<file path="src/rtl/bitrev_reorder_pkg.sv">
// Shared types for the bit-reversal reorder buffer: bank occupancy flags
// and the reader state machine encoding.
package bitrev_reorder_pkg;

   typedef enum logic {
      EMPTY = 1'b0,
      FULL  = 1'b1
   } bank_flag_t;

   typedef enum logic {
      RD_IDLE   = 1'b0,
      RD_STREAM = 1'b1
   } rd_state_t;

endpackage

</file>
<file path="src/rtl/reverse_vector.sv">
// Bit-reversal of a vector: bit i of the result is bit WIDTH-1-i of the input.
// Pure wiring, no logic depth.
module reverse_vector #(
   parameter int WIDTH = 4
) (
   input  logic [WIDTH-1:0] vec,
   output logic [WIDTH-1:0] rev
);

   // Mirror the bit order of the input vector.
   always_comb begin
      rev = '0;
      for (int i = 0; i < WIDTH; i++) begin
         rev[i] = vec[WIDTH-1-i];
      end
   end

endmodule

</file>
<file path="src/rtl/bitrev_reorder.sv">
// Streaming reorder buffer: frames of 2^ADDR_W samples arrive in natural
// order and leave in bit-reversed index order. Two ping-pong banks let one
// frame fill while the other drains, giving one sample per clock sustained.
module bitrev_reorder
   import bitrev_reorder_pkg::*;
#(
   parameter int DATA_W = 16,
   parameter int ADDR_W = 4
) (
   input  logic              clk,
   input  logic              nrst,
   input  logic [DATA_W-1:0] in_data,
   input  logic              in_valid,
   output logic              in_ready,
   output logic [DATA_W-1:0] out_data,
   output logic              out_valid,
   input  logic              out_ready,
   output logic              out_last
);

   localparam int                N        = 1 << ADDR_W;
   localparam logic [ADDR_W-1:0] CNT_LAST = {ADDR_W{1'b1}};
   localparam logic [ADDR_W-1:0] CNT_ONE  = ADDR_W'(1);

   // Sample storage; intentionally not reset so it maps onto distributed RAM.
   logic [DATA_W-1:0] mem [2][N];

   bank_flag_t        flag [2];
   logic              wsel;
   logic [ADDR_W-1:0] wcnt;
   logic              rsel;
   logic              rsel_other;
   logic [ADDR_W-1:0] rcnt;
   logic [ADDR_W-1:0] raddr;
   rd_state_t         state;
   rd_state_t         state_nxt;

   logic wr_en;
   logic wr_done;
   logic rd_avail;
   logic rd_load;
   logic rd_done;

   reverse_vector #(
      .WIDTH (ADDR_W)
   ) u_rev (
      .vec (rcnt),
      .rev (raddr)
   );

   // Handshake qualifiers. The reader may load in the very cycle a bank
   // becomes FULL so the first word leaves N+1 cycles after it arrived.
   always_comb begin
      in_ready   = (flag[wsel] == EMPTY);
      wr_en      = in_valid && in_ready;
      wr_done    = wr_en && (wcnt == CNT_LAST);
      rsel_other = ~rsel;
      rd_avail   = (state == RD_STREAM) || (flag[rsel] == FULL);
      rd_load    = rd_avail && (!out_valid || out_ready);
      rd_done    = rd_load && (rcnt == CNT_LAST);
   end

   // Reader next-state: stay streaming across a bank switch when the other
   // bank is already full, so back-to-back frames have no bubble.
   always_comb begin
      state_nxt = state;
      case (state)
         RD_IDLE: begin
            if (flag[rsel] == FULL) begin
               state_nxt = RD_STREAM;
            end else begin
               state_nxt = RD_IDLE;
            end
         end
         RD_STREAM: begin
            if (rd_done) begin
               state_nxt = (flag[rsel_other] == FULL) ? RD_STREAM : RD_IDLE;
            end else begin
               state_nxt = RD_STREAM;
            end
         end
         default: state_nxt = RD_IDLE;
      endcase
   end

   // Reader state register.
   always_ff @(posedge clk or negedge nrst) begin
      if (!nrst) begin
         state <= RD_IDLE;
      end else begin
         state <= state_nxt;
      end
   end

   // Write pointer: advance per accepted sample, switch bank after the last.
   always_ff @(posedge clk or negedge nrst) begin
      if (!nrst) begin
         wcnt <= '0;
         wsel <= 1'b0;
      end else if (wr_en) begin
         wcnt <= wcnt + CNT_ONE;
         if (wr_done) begin
            wsel <= ~wsel;
         end
      end
   end

   // Bank flags: only the writer sets, only the reader clears; the two never
   // address the same bank in one cycle.
   always_ff @(posedge clk or negedge nrst) begin
      if (!nrst) begin
         flag[0] <= EMPTY;
         flag[1] <= EMPTY;
      end else begin
         for (int b = 0; b < 2; b++) begin
            if (wr_done && (wsel == 1'(b))) begin
               flag[b] <= FULL;
            end else if (rd_done && (rsel == 1'(b))) begin
               flag[b] <= EMPTY;
            end else begin
               flag[b] <= flag[b];
            end
         end
      end
   end

   // Sample write into the bank being filled.
   always_ff @(posedge clk) begin
      if (wr_en) begin
         mem[wsel][wcnt] <= in_data;
      end
   end

   // Read pointer: advance per output load, switch bank after the last.
   always_ff @(posedge clk or negedge nrst) begin
      if (!nrst) begin
         rcnt <= '0;
         rsel <= 1'b0;
      end else if (rd_load) begin
         rcnt <= rcnt + CNT_ONE;
         if (rd_done) begin
            rsel <= ~rsel;
         end
      end
   end

   // Output register: loads bit-reversed samples, holds under back-pressure.
   always_ff @(posedge clk or negedge nrst) begin
      if (!nrst) begin
         out_data  <= '0;
         out_valid <= 1'b0;
         out_last  <= 1'b0;
      end else if (rd_load) begin
         out_data  <= mem[rsel][raddr];
         out_valid <= 1'b1;
         out_last  <= (rcnt == CNT_LAST);
      end else if (out_ready) begin
         out_valid <= 1'b0;
      end
   end

endmodule

</file>
<file path="config.mk">
export PLATFORM = sky130hd
export DESIGN_NAME = bitrev_reorder
export DESIGN_NICKNAME = d
export VERILOG_FILES = /design/src/rtl/bitrev_reorder_pkg.sv /design/src/rtl/reverse_vector.sv /design/src/rtl/bitrev_reorder.sv
export SDC_FILE = /design/constraint.sdc
export NUM_CORES = 1
export LEC_CHECK = 0
export ABC_AREA = 1
export BUFFER_PORTS_ARGS = -buffer_cell sky130_fd_sc_hd__buf_4
export CORE_MARGIN = 1
export CORE_UTILIZATION = 57
export DETAILED_ROUTE_END_ITERATION = 7
export GPL_ROUTABILITY_DRIVEN = 0
export PLACE_DENSITY = 0.76
export SLEW_MARGIN = 10
export SYNTH_ARGS = -nofsm -noshare
export SYNTH_HDL_FRONTEND = slang
export SYNTH_SLANG_ARGS = --single-unit
</file>
<file path="constraint.sdc">
create_clock -name clk -period 2.8 [get_ports clk]
set_input_delay 0.28 -clock clk [delete_from_list [all_inputs] [get_ports clk]]
set_output_delay 0.28 -clock clk [all_outputs]
set_load 0.01 [all_outputs]
</file>
# After elaboration in Yosys (flattened, before gate mapping)
# Memory sizes are Yosys's and may differ from the RTL's.
# Cells that the tools add are included.
[totals]
regBits = 31
ramBits = 512
input_bits = 20
out_inout_bits = 19
memories = 1
[mem_list]
columns = ["memory", "words", "word_bits", "rd", "rd_ports_with_merged_regs", "wr", "line_no", "rtl"]
rows = [
  ["mem", 2, 256, 1, 0, 1, "bitrev_reorder.sv:26", "logic [DATA_W-1:0] mem [2][N];"],
]
[classes]
add_sub_neg = 2
magnitude_cmp = 6
n_eq_ne = 2
n_mux = 26
n_bitwise = 9
n_reduce_logical = 17
[ops]
columns = ["op", "n"]
rows = [
  ["256-bit 2-to-1 mux", 1],
  ["16-bit binary-select mux with 4-bit select", 1],
  ["16-bit demux with 4-bit select", 1],
  ["16-bit 2-to-1 mux", 3],
  ["1-bit 2-to-1 mux", 19],
  ["5-bit >= comparator, second input constant", 2],
  ["4-bit NOT with 5-bit output", 2],
  ["1-bit logical AND", 9],
  ["4-bit by 1-bit adder with 4-bit output, second input constant", 2],
  ["4-bit == test, second input constant", 2],
  ["2-bit >= comparator, second input constant", 3],
  ["1-bit NOT with 2-bit output", 3],
  ["2-bit nonzero test", 3],
  ["5-bit by 1-bit < comparator with 1-bit output, second input constant", 1],
  ["1-bit NOT", 4],
  ["2-bit AND reduction", 2],
  ["1-bit logical OR", 2],
  ["1-bit one-hot mux with 2 select lines", 1],
  ["1-bit logical NOT", 1],
]

# Logic depth before layout (Yosys ltp)
[depth]
word_depth = 10
mapped_depth = 13
depth_no_buf = 11

# Cells and area by module
# Synthesis repeated with hierarchy kept, for this count alone.
[hier_totals]
cells_unflattened = 1869
area_unflattened_um2 = 22333.9
[by_module_without_submodules]
columns = ["module", "instances", "cells_per_inst", "area_per_inst_um2", "seq_area_each_um2"]
rows = [
  ["bitrev_reorder", 1, 1865, 22303.9, 16150.5],
  ["reverse_vector", 1, 4, 30.0, 0.0],
]

# Worst setup path after synthesis
# OpenSTA, ideal clock, no wires.
[synth_timing]
path_type = "register to register"
from = "register wsel"
to = "memory mem[0][192] (netlist bit) (enable)"
arrival_ns = 2.529
slack_ns = -0.159
path_stages_with_launch = 6
path_cell_list = "dfrtp_1 > buf_2 > or2_1 > o21ai_2 > nand2_4 > nor4_1"
[synth_via]
elab_chain_cells = 8
[synth_lines]
columns = ["item", "line_no", "rtl"]
rows = [
  ["start, declared", "bitrev_reorder.sv:29", "logic wsel;"],
  ["start signal, assigned", "bitrev_reorder.sv:103", "wsel <= ~wsel;"],
  ["1-bit NOT with 2-bit output (implied by the code)", "bitrev_reorder.sv:54", "in_ready = (flag[wsel] == EMPTY);"],
  ["1-bit 2-to-1 mux (implied by the code) (3 in series)", "bitrev_reorder.sv:54", ""],
  ["1-bit NOT", "bitrev_reorder.sv:54", ""],
  ["net in_ready", "bitrev_reorder.sv:14", "output logic in_ready,"],
  ["1-bit logical AND", "bitrev_reorder.sv:55", "wr_en = in_valid && in_ready;"],
  ["1-bit 2-to-1 mux", "bitrev_reorder.sv:129", "if (wr_en) begin"],
  ["256-bit 2-to-1 mux (implied by the code)", "bitrev_reorder.sv:130", "mem[wsel][wcnt] <= in_data;"],
  ["end, declared", "bitrev_reorder.sv:26", ""],
]
# The timed path passes the listed nets, and every way through them passes these cells. The select of a mux whose other input is x is not followed.

# Worst setup path in the final report
[layout_timing]
from = "register rsel"
to = "register out_data[9]"
[layout_via]
elab_chain_cells = 6
[layout_lines]
columns = ["item", "line_no", "rtl"]
rows = [
  ["start, declared", "bitrev_reorder.sv:31", "logic rsel;"],
  ["start signal, assigned", "bitrev_reorder.sv:142", "rsel <= ~rsel;"],
  ["parallel branches: the longest is 6 deep, another holds memory read 2 x 256 bit", "-", ""],
  ["end signal, assigned", "bitrev_reorder.sv:154", "out_data <= mem[rsel][raddr];"],
  ["end, declared", "bitrev_reorder.sv:15", "output logic [DATA_W-1:0] out_data,"],
]
# Several ways; the timed one is not identified. The select of a mux whose other input is x is not followed.
# A chain may end at the register's enable or synchronous reset.

==> metrics.md <==
| Metric | Value |
|---|---|
| Setup WS post-layout | 638 ps |
| Crit. End Element | flop |
| Initial DRC Count | 1,662 |
| Final hold violations | 0 |
| Max cap viols | 0 |
| Synth Register Bits | 543 |
| CTS tree | yes |
| RSZ-0062 raised after global routing | false |
| Post-Route Setup TNS | 0 ps |
| Initial Util | 0.579 |
| Syn nets | 2,355 |
| Drt drc | 0 |
| Worst-Skew Late Latency | 600 ps |
| Peak supply drop | 0.670 mV |
| Setup Skew | 18.4 ps |
| Post-route minimum period | 2160 ps |
| Slew headroom | 0.451 |
| Cells after DPL | 2,860 |
| Worst-margin pin slew | 824 ps |
| Outcome | completed |
| Largest net degree at the start of global routing | 174 |
| Warnings from Yosys | 0 |
| Clk pin slew, worst setup/hold paths | 60 ps |
| Worst endpoint required time | 3330 ps |
| Fin crit share | 0.772 |
| Synth-to-layout area growth | 11.6% |
| Final Cell Area | 26,500 sq um |
| Num CTS Buffers | 53 |
| Vias per cell | 5.44 |
| Die ar. | 42,400 sq um |
| Setup CP Type | reg -> reg |
| Yosys cell types | 31 |
| Count of pins over their slew limit | 0 |
| Post-route ant nets | 0 |
| Share of layout cells above drive strength 1 | 0.0935 |
| Achievable clock frequency | 463 MHz |
| Setup WS pre-CTS | 667 ps |
| Ports | 39 |
| Clk buf depth | 3 |
| First-pass GRT wire length | 86,500 um |
| Antenna violations before repair | 0 |
| Reg2Reg Depth | 8 |
| Number of port buffers | 38 |
| Leakage | 11.6 nW |
| Vias in the first global route | 15,688 |
| Layout Nets | 2,409 |
| Clock sink count | 543 |
| Die X | 206 um |
| Post-DP HPWL | 32,800 um |
| DP Area | 24,700 sq um |
| Post-synthesis sequential area ratio | 0.681 |
| DRT Pass-1 Iters | 5 |
| CP startpoint kind | flop |
| PD cells | 945 nW/um^2 |
| Core area | 40,900 sq um |
| Fill cells | 3,052 |
| FP Rows | 74 |
| Critical-path maximum fanout | 48 |
| CTS H-Tree Depth | 2 |
| Hold depth | 3 |
| Average size of a mapped cell | 10.2 sq um |
| Chip Height | 206 um |
| Post-synthesis cell count | 2,330 |
| CTS Root Cell | clkbuf_16 |
| WP data arrival | 2690 ps |
| Detailed Route WL | 55,800 um |
| Drt wl/cell | 18.8 um |
| Synthesized area | 23,700 sq um |
| Total GRT Usage | 0.272 |
| Finished Layout Cells | 2,962 |
| # setup viols final | 0 |
| Routed vias | 16,124 |
| Grt total ovfl | 0 |
| HP Class | in -> reg |
| Total Power | 25.0 mW |
## sequential cells by signal (all words and copies together), names as in the netlist
signal and count:
out_data 16, wcnt 4, state 1, wsel 1, rsel 1, rcnt 4
out_valid 1, out_last 1, mem 512, flag 2
## per-stage QoR
step	utilization	hold slack, ps
3_3_place_gp	0.604	242
4_1_cts	0.646	70.4
3_5_place_dp	0.604	246
6_report	0.646	97.1
5_1_grt	0.646	86.5
2_1_floorplan	-	-15.6
## power by group
part | internal (mW) | switching, mW
Clock | 4.05 | 2.96
Combinational | 2.34 | 5.78
Sequential | 9.46 | 0.406
## cell type report
type                       instances  area (sq um)  area share
timing repair buffer             107           893      0.0338
clock buffer                      76          1530      0.0577
sequential                       543         16200       0.611
antenna                            1          2.50   0.0000946
inverter                         403          1520      0.0576
multi-input combinational       1276          5490       0.208
tap                              532           666      0.0252
clock inverter                    24           191     0.00724
## layout by cell type (no fill, tap or decap), types with 14 or more instances in the layout
cell type,netlist,layout
buf_4,23,99
clkbuf_1,20,14
clkbuf_16,0,55
dfrtp_1,31,29
edfxtp_1,512,512
inv_1,397,397
nand2_1,870,870
nand3_1,293,293
nor2_1,44,43
nor3_2,0,20
o21ai_0,18,18
## path summary, 6_finish.rpt
| check | startpoint | slack, ps | end |
|---|---|---|---|
| worst max-delay path | rsel | 640 | out_data[9] |
| worst min-delay path | in_valid | 100 | wcnt[0] |
| worst max register to register | rsel | 640 | out_data[9] |
| worst min register to register | flag[1] | 530 | flag[1] |
| max in group asynchronous | nrst | 2270 | rsel |
| min in group asynchronous | nrst | 160 | out_valid |
## cells by family after synthesis
| family | after synthesis | share of synthesized area |
|---|---|---|
| simple gates | 1242 | 0.216 |
| flops | 543 | 0.681 |
| buf+inv | 511 | 0.0926 |
| compound gates | 23 | 0.00565 |
| xor+xnor | 5 | 0.00185 |
| fa+ha+maj | 5 | 0.00264 |
| mux | 1 | 0.000422 |
## critical path, stage by stage (launching register included)
cell and delay (ps):
dfrtp_4 540, inv_8 260, nand2_1 120, nand2_2 110, o21ai_4 200, nor2_2 430, buf_4 260, nand2_1 80
nand3_1 90
## metal layers
| metal | wire length [um] | vias up | track usage |
|---|---|---|---|
| li1 | - | 7530 | - |
| met1 | 22600 | 7723 | 0.377 |
| met2 | 26700 | 766 | 0.439 |
| met3 | 5020 | 105 | 0.0449 |
| met4 | 1470 | 0 | 0.0880 |
| met5 | 0 | - | 0 |
## cells in the mapped netlist
master,count,share of area
inv_2,4,0.00063
nand4_1,1,0.00026
o21ai_2,1,0.00037
ha_1,5,0.0026
buf_1,6,0.00095
clkbuf_1,20,0.0032
inv_4,1,0.00026
nor2_4,2,0.00095
clkinv_2,1,0.00021
nand2_4,1,0.00047
buf_6,18,0.0085
or2_1,1,0.00026
nand2_1,870,0.14
dfrtp_1,31,0.033
nand3_1,293,0.062
nor2_2,1,0.00026
mux2i_1,1,0.00042
xor2_1,5,0.0018
a41oi_1,1,0.00037
nor3_1,20,0.0042
nor2_1,44,0.0070
buf_2,41,0.0087
inv_1,397,0.063
o21ai_4,1,0.00069
nand2_2,4,0.0011
nor3_4,1,0.00069
o21ai_0,18,0.0038
nor4_1,4,0.0011
edfxtp_1,512,0.65
buf_4,23,0.0073
o21ai_1,2,0.00042
## repair_timing
action / 4_1_cts / 5_1_grt
hold buffers: 1 / 0
endpoints found under the hold margin: 31 / 0
buffers inserted: 0 / 0
gates resized for setup: 0 / 0
Note: power is estimated with default switching activity, not from simulation.
